**src/rtl/ad_capture_seq.sv**
```systemverilog
// ADC capture sequencer: arm on run, trigger, post-trigger delay, decimated capture packed two samples per FIFO word.
// Optional build macro AD_TEST_PATTERN_EN replaces the ADC sample with an internal ramp.
module ad_capture_seq #(
    parameter int DELAY_W = 16,
    parameter int CNT_W   = 16
) (
    input  logic               clk_ad_180M,
    input  logic               i_rst_n,
    input  logic               i_run,
    input  logic               i_outmode,
    input  logic               i_outnegedge,
    input  logic               i_trig_int,
    input  logic               i_trig_ext,
    input  logic [7:0]         i_ad_data,
    input  logic [CNT_W-1:0]   i_recv_count,
    input  logic [2:0]         i_rate,
    input  logic [DELAY_W-1:0] i_delay,
    input  logic               i_fifo_full,
    output logic               o_fifo_wr,
    output logic [15:0]        o_fifo_data,
    output logic               o_busy,
    output logic               o_done,
    output logic               o_overflow
);

    // state     | meaning
    // S_IDLE    | run low, waiting to arm
    // S_ARMED   | config latched, waiting for trigger event
    // S_DELAY   | counting post-trigger delay
    // S_CAPTURE | taking decimated samples, writing packed words
    // S_DONE    | shot finished, o_done pulses next cycle
    typedef enum logic [2:0] {
        S_IDLE,
        S_ARMED,
        S_DELAY,
        S_CAPTURE,
        S_DONE
    } state_t;

    state_t state_q, state_d;

    logic run_s1_q, run_s2_q;
    logic tint_s1_q, tint_s2_q;
    logic text_s1_q, text_s2_q;
    logic trig_prev_q, trig_prev_d;

    logic [7:0] ad_q, ad_d;

    logic [CNT_W-1:0]   cnt_lat_q, cnt_lat_d;
    logic [2:0]         rate_lat_q, rate_lat_d;
    logic [DELAY_W-1:0] delay_lat_q, delay_lat_d;
    logic               mode_lat_q, mode_lat_d;
    logic               neg_lat_q, neg_lat_d;

    logic [DELAY_W-1:0] delay_cnt_q, delay_cnt_d;
    logic [6:0]         dec_cnt_q, dec_cnt_d;
    logic [CNT_W-1:0]   word_cnt_q, word_cnt_d;
    logic               hi_q, hi_d;
    logic [7:0]         low_q, low_d;

    logic        wr_q, wr_d;
    logic [15:0] data_q, data_d;
    logic        done_q, done_d;
    logic        ovf_q, ovf_d;

    logic             mode_eff, neg_eff;
    logic             trig_sel, trig_evt;
    logic             arm;
    logic [6:0]       dec_mask;
    logic [CNT_W-1:0] word_nxt;

    // Synchronisers for the run level and both trigger sources.
    always_ff @(posedge clk_ad_180M or negedge i_rst_n) begin
        if (!i_rst_n) begin
            run_s1_q  <= 1'b0;
            run_s2_q  <= 1'b0;
            tint_s1_q <= 1'b0;
            tint_s2_q <= 1'b0;
            text_s1_q <= 1'b0;
            text_s2_q <= 1'b0;
        end else begin
            run_s1_q  <= i_run;
            run_s2_q  <= run_s1_q;
            tint_s1_q <= i_trig_int;
            tint_s2_q <= tint_s1_q;
            text_s1_q <= i_trig_ext;
            text_s2_q <= text_s1_q;
        end
    end

    // Outside a shot the edge detector follows the live source selection, so
    // latching a new source at arm time cannot fake an edge.
    always_comb begin
        if (state_q == S_IDLE || state_q == S_DONE) begin
            mode_eff = i_outmode;
            neg_eff  = i_outnegedge;
        end else begin
            mode_eff = mode_lat_q;
            neg_eff  = neg_lat_q;
        end
        trig_sel    = mode_eff ? (text_s2_q ^ neg_eff) : tint_s2_q;
        trig_evt    = trig_sel & ~trig_prev_q;
        trig_prev_d = trig_sel;
    end

`ifdef AD_TEST_PATTERN_EN
    logic unused_ad_data;
    assign unused_ad_data = ^i_ad_data;

    always_comb begin
        if (state_q == S_ARMED && trig_evt) begin
            ad_d = 8'd248;
        end else if (ad_q == 8'd99) begin
            ad_d = 8'd0;
        end else begin
            ad_d = ad_q + 8'd1;
        end
    end
`else
    always_comb begin
        ad_d = i_ad_data;
    end
`endif

    assign dec_mask = 7'((8'd1 << rate_lat_q) - 8'd1);
    assign word_nxt = word_cnt_q + CNT_W'(1);

    always_comb begin
        state_d     = state_q;
        cnt_lat_d   = cnt_lat_q;
        rate_lat_d  = rate_lat_q;
        delay_lat_d = delay_lat_q;
        mode_lat_d  = mode_lat_q;
        neg_lat_d   = neg_lat_q;
        delay_cnt_d = delay_cnt_q;
        dec_cnt_d   = dec_cnt_q;
        word_cnt_d  = word_cnt_q;
        hi_d        = hi_q;
        low_d       = low_q;
        wr_d        = 1'b0;
        data_d      = data_q;
        done_d      = 1'b0;
        ovf_d       = ovf_q;
        arm         = 1'b0;

        case (state_q)
            S_IDLE: begin
                if (run_s2_q) begin
                    state_d = S_ARMED;
                    arm     = 1'b1;
                end
            end
            S_ARMED: begin
                if (trig_evt) begin
                    dec_cnt_d  = '0;
                    hi_d       = 1'b0;
                    word_cnt_d = '0;
                    if (cnt_lat_q == '0) begin
                        state_d = S_DONE;
                    end else if (delay_lat_q != '0) begin
                        state_d     = S_DELAY;
                        delay_cnt_d = delay_lat_q;
                    end else begin
                        state_d = S_CAPTURE;
                    end
                end
            end
            S_DELAY: begin
                delay_cnt_d = delay_cnt_q - DELAY_W'(1);
                if (delay_cnt_q == DELAY_W'(1)) begin
                    state_d = S_CAPTURE;
                end
            end
            S_CAPTURE: begin
                dec_cnt_d = (dec_cnt_q == dec_mask) ? 7'd0 : dec_cnt_q + 7'd1;
                if (dec_cnt_q == 7'd0) begin
                    if (!hi_q) begin
                        low_d = ad_q;
                        hi_d  = 1'b1;
                    end else begin
                        hi_d = 1'b0;
                        if (i_fifo_full) begin
                            ovf_d   = 1'b1;
                            state_d = S_DONE;
                        end else begin
                            wr_d       = 1'b1;
                            data_d     = {ad_q, low_q};
                            word_cnt_d = word_nxt;
                            if (word_nxt == cnt_lat_q) begin
                                state_d = S_DONE;
                            end
                        end
                    end
                end
            end
            S_DONE: begin
                done_d = 1'b1;
                if (run_s2_q) begin
                    state_d = S_ARMED;
                    arm     = 1'b1;
                end else begin
                    state_d = S_IDLE;
                end
            end
            default: state_d = S_IDLE;
        endcase

        if (arm) begin
            cnt_lat_d   = i_recv_count;
            rate_lat_d  = i_rate;
            delay_lat_d = i_delay;
            mode_lat_d  = i_outmode;
            neg_lat_d   = i_outnegedge;
            ovf_d       = 1'b0;
        end

        // Dropping run abandons the shot silently: no write, no done, overflow untouched.
        if (!run_s2_q && state_q != S_IDLE) begin
            state_d = S_IDLE;
            wr_d    = 1'b0;
            data_d  = data_q;
            done_d  = 1'b0;
            ovf_d   = ovf_q;
            hi_d    = 1'b0;
        end
    end

    always_ff @(posedge clk_ad_180M or negedge i_rst_n) begin
        if (!i_rst_n) begin
            state_q     <= S_IDLE;
            trig_prev_q <= 1'b0;
            ad_q        <= '0;
            cnt_lat_q   <= '0;
            rate_lat_q  <= '0;
            delay_lat_q <= '0;
            mode_lat_q  <= 1'b0;
            neg_lat_q   <= 1'b0;
            delay_cnt_q <= '0;
            dec_cnt_q   <= '0;
            word_cnt_q  <= '0;
            hi_q        <= 1'b0;
            low_q       <= '0;
            wr_q        <= 1'b0;
            data_q      <= '0;
            done_q      <= 1'b0;
            ovf_q       <= 1'b0;
        end else begin
            state_q     <= state_d;
            trig_prev_q <= trig_prev_d;
            ad_q        <= ad_d;
            cnt_lat_q   <= cnt_lat_d;
            rate_lat_q  <= rate_lat_d;
            delay_lat_q <= delay_lat_d;
            mode_lat_q  <= mode_lat_d;
            neg_lat_q   <= neg_lat_d;
            delay_cnt_q <= delay_cnt_d;
            dec_cnt_q   <= dec_cnt_d;
            word_cnt_q  <= word_cnt_d;
            hi_q        <= hi_d;
            low_q       <= low_d;
            wr_q        <= wr_d;
            data_q      <= data_d;
            done_q      <= done_d;
            ovf_q       <= ovf_d;
        end
    end

    assign o_fifo_wr   = wr_q;
    assign o_fifo_data = data_q;
    assign o_busy      = (state_q == S_DELAY) || (state_q == S_CAPTURE);
    assign o_done      = done_q;
    assign o_overflow  = ovf_q;

endmodule
```
**config.mk**
```make
export PLATFORM = sky130hd
export DESIGN_NAME = ad_capture_seq
export DESIGN_NICKNAME = d
export VERILOG_FILES = /design/src/rtl/ad_capture_seq.sv
export SDC_FILE = /design/constraint.sdc
export NUM_CORES = 1
export LEC_CHECK = 0
export CAP_MARGIN = 20
export CELL_PAD_IN_SITES_DETAIL_PLACEMENT = 1
export CELL_PAD_IN_SITES_GLOBAL_PLACEMENT = 2
export CORE_MARGIN = 2
export CORE_UTILIZATION = 37
export CTS_CLUSTER_DIAMETER = 120
export DETAILED_ROUTE_END_ITERATION = 6
export MAX_ROUTING_LAYER = met4
export PLACE_DENSITY_LB_ADDON = 0.12
export REMOVE_ABC_BUFFERS = 1
export SETUP_SLACK_MARGIN = 0.2
export SLEW_MARGIN = 25
export SYNTH_ARGS = -nofsm -noshare
export SYNTH_HDL_FRONTEND = slang
export SYNTH_SLANG_ARGS = --single-unit
```
**constraint.sdc**
```tcl
create_clock -name clk_ad_180M -period 3.3 [get_ports clk_ad_180M]
set_input_delay 0.495 -clock clk_ad_180M [delete_from_list [all_inputs] [get_ports clk_ad_180M]]
set_output_delay 0.495 -clock clk_ad_180M [all_outputs]
set_load 0.01 [all_outputs]
```
Word level (Yosys, flattened, before mapping)

Index checks and enable logic that the tools add are counted.

Register bits after elaboration: 122
Input bits: 51
Output and inout bits: 20
Logic and storage cells: 124

$add $sub $neg: 4
Equal/unequal tests: 19
Shifts and indexed selects: 1
Multiplexer cells: 46
Bitwise operators: 6
Reduce and logical (&&, ||, !) cells: 25

Operator list:

| operator              | count |
|---|---|
| $mux 16               | 7 |
| $pmux 16 s2           | 2 |
| $mux 3                | 9 |
| $mux 1                | 23 |
| $add 16x1->16 const B | 1 |
| $eq 16x1->1 const B   | 1 |
| $eq 16x16->1          | 1 |
| $logic_not 16->1      | 1 |
| $reduce_bool 16->1    | 1 |
| $sub 16x1->16 const B | 1 |
| $pmux 3 s5            | 1 |
| $reduce_and 5->1      | 3 |
| $mux 7                | 2 |
| $pmux 7 s2            | 1 |
| $ne 2x2->1 const B    | 6 |
| $ne 3x3->1 const B    | 4 |
| $reduce_bool 2->1     | 6 |
| $add 7x1->7 const B   | 1 |
| $eq 7x7->1            | 1 |
| $logic_not 7->1       | 1 |
| $shl 1x3->7 const A   | 1 |
| $sub 7x1->7 const B   | 1 |
| $eq 3x2->1 const B    | 2 |
| $reduce_and 3->1      | 2 |
| other kinds (17)      | 22 |

Longest topological paths before layout

Word-level depth: 9
Mapped depth: 13
Depth with buffers taken out: 10

Worst setup path before layout

No wires, ideal clock.

Kind: register -> register
From: register rate_lat_q[2]
To: register dec_cnt_q[5]
Setup time: 124 ps
Arrival time: 2,599 ps
Setup slack: 577 ps
Stages on the path, launching flop included: 13
Path buffers: 3
Clock period less this slack: 2,723 ps
Path through: dfrtp_1 > clkbuf_1 > or3_1 > ha_1 > clkbuf_1 > xnor2_1 > and3_1 > a21oi_1 > xnor2_1 > o31ai_1 > buf_2 > nor2_1 > a211o_1

Cells in the longest elaborated chain, start to end: 5

Ends and longest elaborated chain:

| what                   | RTL line | text |
|---|---|---|
| from (decl)            | 50       | `logic [2:0] rate_lat_q, rate_lat_d;` |
| from (signal assigned) | 252      | `rate_lat_q <= rate_lat_d;` |
| $shl 1x3->7            | 125      | `assign dec_mask = 7'((8'd1 << rate_lat_q) - 8'd1);` |
| $sub 7x1->7            | 125      |  |
| $eq 7x7->1             | 175      | `dec_cnt_d = (dec_cnt_q == dec_mask) ? 7'd0 : dec_cnt_q + 7'd1;` |
| $mux 7                 | 175      |  |
| $pmux 7 s2             | 146      | `case (state_q)` |
| to (signal assigned)   | 257      | `dec_cnt_q <= dec_cnt_d;` |
| to (decl)              | 56       | `logic [6:0] dec_cnt_q, dec_cnt_d;` |

No other way between the ends.
A chain may end at the register's enable or synchronous reset.

Final worst setup path

Same ends and word-level chain as after synthesis.

==> metrics <==
Iter 0 DRT Violations 206; CTS clk-pin slew, worst paths 0.06 ns; largest area contributor in the netlist dfrtp_1; RSZ-0062 raised after global routing false; Worst setup SP type register; top-count cell post-synth dfrtp_1; Hold Path Class input port to async pin; Seq/Total Area, Yosys 0.492; Synth cell types 65; largest net degree at the start of global routing 83; Post-synth EDFFs 0; P_leak 3.27 nW; wire length per cell 18.1 um; Synth Area in Adders 0.0137; Setup crit start rate_lat_q[2]$_DFFE_PN0P_; # diodes 0; post-synthesis cell count 588; Pre-antenna DRT Iters 6; first-pass GRT wire length 27.5 mm; share of cells above drive strength 1 0.171; # fillers 1,791; largest family of logic cells by synthesized area simple AND/OR/NAND/NOR gates; initial antenna violation count 0; die width 133 um; Max Fanout on Critical Path 12; Synth Cell Area 0.00620 mm^2; global placement routability congestion 0.787; top cells by area, synth dfrtp_1 49%, mux2_2 8.0%, xnor2_1 2.3%, nor2_1 2.2%, mux2_4 2.2%; CP max stage delay 0.51 ns; vias in the first global route 5,228; Top cell by count, worst path xnor2_1; register bit total from synthesis 122; Reg-to-Reg Start rate_lat_q[2]$_DFFE_PN0P_; IO buf count 70; core area 0.0165 mm^2; cells along the critical path or3_1, ha_1, xnor2_1, and3_1, a21oi_1, xnor2_1, o31ai_1, buf_4, nor3_1, a211o_1; I/O pin count 71; Post-CTS Setup Repair Bufs 0; post-synth top area share 0.492; worst endpoint data arrival time 3.03 ns; remaining antenna violation count 0; dpl cells 859; Multi-input gate area 0.00295 mm^2; Crit path max-delay family compound AO/OA/AOI/OAI gates; GRT Total Usage 0.200; Crit Path Class register to register; fin cells 891; ys flop type dfrtp_1; Final Slew Violations 0; status finished clean; Synth Area in XOR/XNOR 0.0395; Final Cell Area 0.00772 mm^2; setup_tns 0 ns; # setup viols final 0; Slew HR 0.614; share of flip-flops with an asynchronous set or reset 1.00; final wirelength 16.1 mm; Max clock buf depth 2; period utilisation layout 0.827; pwr dens 844 mW/mm^2; dpl cell area 0.00714 mm^2; Site Rows 47; final hold vios 0; Nets 715; via count 4,855; Die ar. 0.0178 mm^2; TritonCTS Buffers 17; drt drc 0; WP buf/inv 1; max cap viols 0; fmax 367 MHz; initial core utilization 0.377; crit path time final 2.73 ns; Clk Latency, worst-skew pair 0.42 ns; final core occ 0.469; clock skew 0.0107 ns; CTS tree done; mux share of post-synthesis cell area 0.119; CP endpoint kind register; maximum vdd ir drop 412 uV; area share of and/or/nand/nor cells after synthesis 0.161; CTS sink cnt 122; CP max stage cell dfrtp_1; Post-synth top cells 122 x dfrtp_1, 44 x mux2_2, 37 x nor2_1; mean post-synth cell area 10.6 um^2; DP Wirelength 11.3 mm; Slew @ Worst Pin 0.574 ns; root buffer cell clkbuf_16; Critical Path RT 3.61 ns; Syn. warnings 0; post-synthesis compound-gate area fraction 0.141; Overflow after GRT 0; CTS Hold Bufs 0; post-DR vias/cell 5.45; Reg area 0.00305 mm^2; # H-tree levels 4; P&R area growth vs syn 24.4%; Die Ht 133 um; CTS resizes 0
-- cell type report --
type	instances	area share
Tap cell	220	0.0357
Clock buffer	18	0.0569
Clock inverter	14	0.0175
Multi-Input combinational cell	420	0.382
Inverter	13	0.00632
Timing Repair Buffer	84	0.106
Sequential cell	122	0.396
-- cell usage in the layout (no fill, tap or decap), drive strengths merged, types with 3 or more instances in the layout --
master | netlist | routed
o22ai | 3 | 3
clkbuf | 21 | 18
o21ai | 54 | 54
a21o | 5 | 5
inv | 13 | 19
and3 | 9 | 9
clkinv | 0 | 6
and2 | 6 | 6
nor2 | 38 | 38
clkdlybuf4s50 | 0 | 69
ha | 6 | 6
or3 | 7 | 7
nand4 | 5 | 5
nand2 | 34 | 34
a41oi | 3 | 3
a21oi | 24 | 24
nor3 | 23 | 23
a31oi | 4 | 4
nand3 | 18 | 18
xnor2 | 16 | 16
o21a | 6 | 6
buf | 12 | 15
dfrtp | 122 | 122
o41ai | 5 | 5
nor3b | 8 | 8
a211oi | 4 | 4
nand3b | 3 | 3
a22oi | 5 | 5
and4 | 3 | 3
o31ai | 7 | 7
or2 | 4 | 4
mux2 | 61 | 61
a211o | 4 | 4
xor2 | 12 | 12
nor4 | 15 | 15
-- metal layers --
layer  GRT usage  wire length, um
met2       0.338             8280
met5           -                0
met3      0.0449              502
met1       0.246             7150
met4      0.0496              170
-- per-stage QoR --
stage	power [mW]	hold slack [ns]	setup slack, ns
6_report	6.51	0.0607	0.571
5_1_grt	7.01	0.0872	0.312
4_1_cts	6.60	0.0825	0.517
3_5_place_dp	4.75	0.343	0.454
3_3_place_gp	4.64	0.335	0.531
2_1_floorplan	3.92	0.199	-0.479
-- where the power goes --
part	switching (mW)	total, mW	internal [mW]
Clock	0.738	1.81	1.07
Sequential	0.528	2.50	1.97
Combinational	1.10	2.20	1.10
-- kinds of logic (layout without fill, tap and decap cells) --
group,Yosys count,in the layout
AOI/OAI and AO/OA,138,138
xor gates and xnor gates,28,28
adders and majority gates,7,7
buffers and inverters,46,129
DFF,122,122
muxes,63,63
and+or+nand+nor,184,184
-- sequential cells by signal, indices dropped and copies added (netlist names) --
register,cells
word_cnt_q,16
text_s1_q,1
low_q,8
text_s2_q,1
hi_q,1
o_fifo_data,16
dec_cnt_q,7
run_s1_q,1
tint_s2_q,1
run_s2_q,1
ad_q,8
rate_lat_q,3
delay_cnt_q,16
state_q,3
mode_lat_q,1
o_done,1
trig_prev_q,1
tint_s1_q,1
cnt_lat_q,16
delay_lat_q,16
o_fifo_wr,1
neg_lat_q,1
o_overflow,1
-- path summary, 6_finish.rpt --
kind                            slack, ns                   endpoint  depth (start not counted)
max in group asynchronous            2.41      trig_prev_q$_DFF_PN0_                          2
worst min register to register       0.35        text_s2_q$_DFF_PN0_                          0
min in group clk_ad_180M             0.35        text_s2_q$_DFF_PN0_                          0
worst max register to register       0.57   dec_cnt_q[5]$_DFFE_PN0P_                         10
worst max-delay path                 0.57   dec_cnt_q[5]$_DFFE_PN0P_                         10
worst min-delay path                 0.06  word_cnt_q[8]$_DFFE_PN0P_                          1
Note: power is estimated with default switching activity, not from simulation.
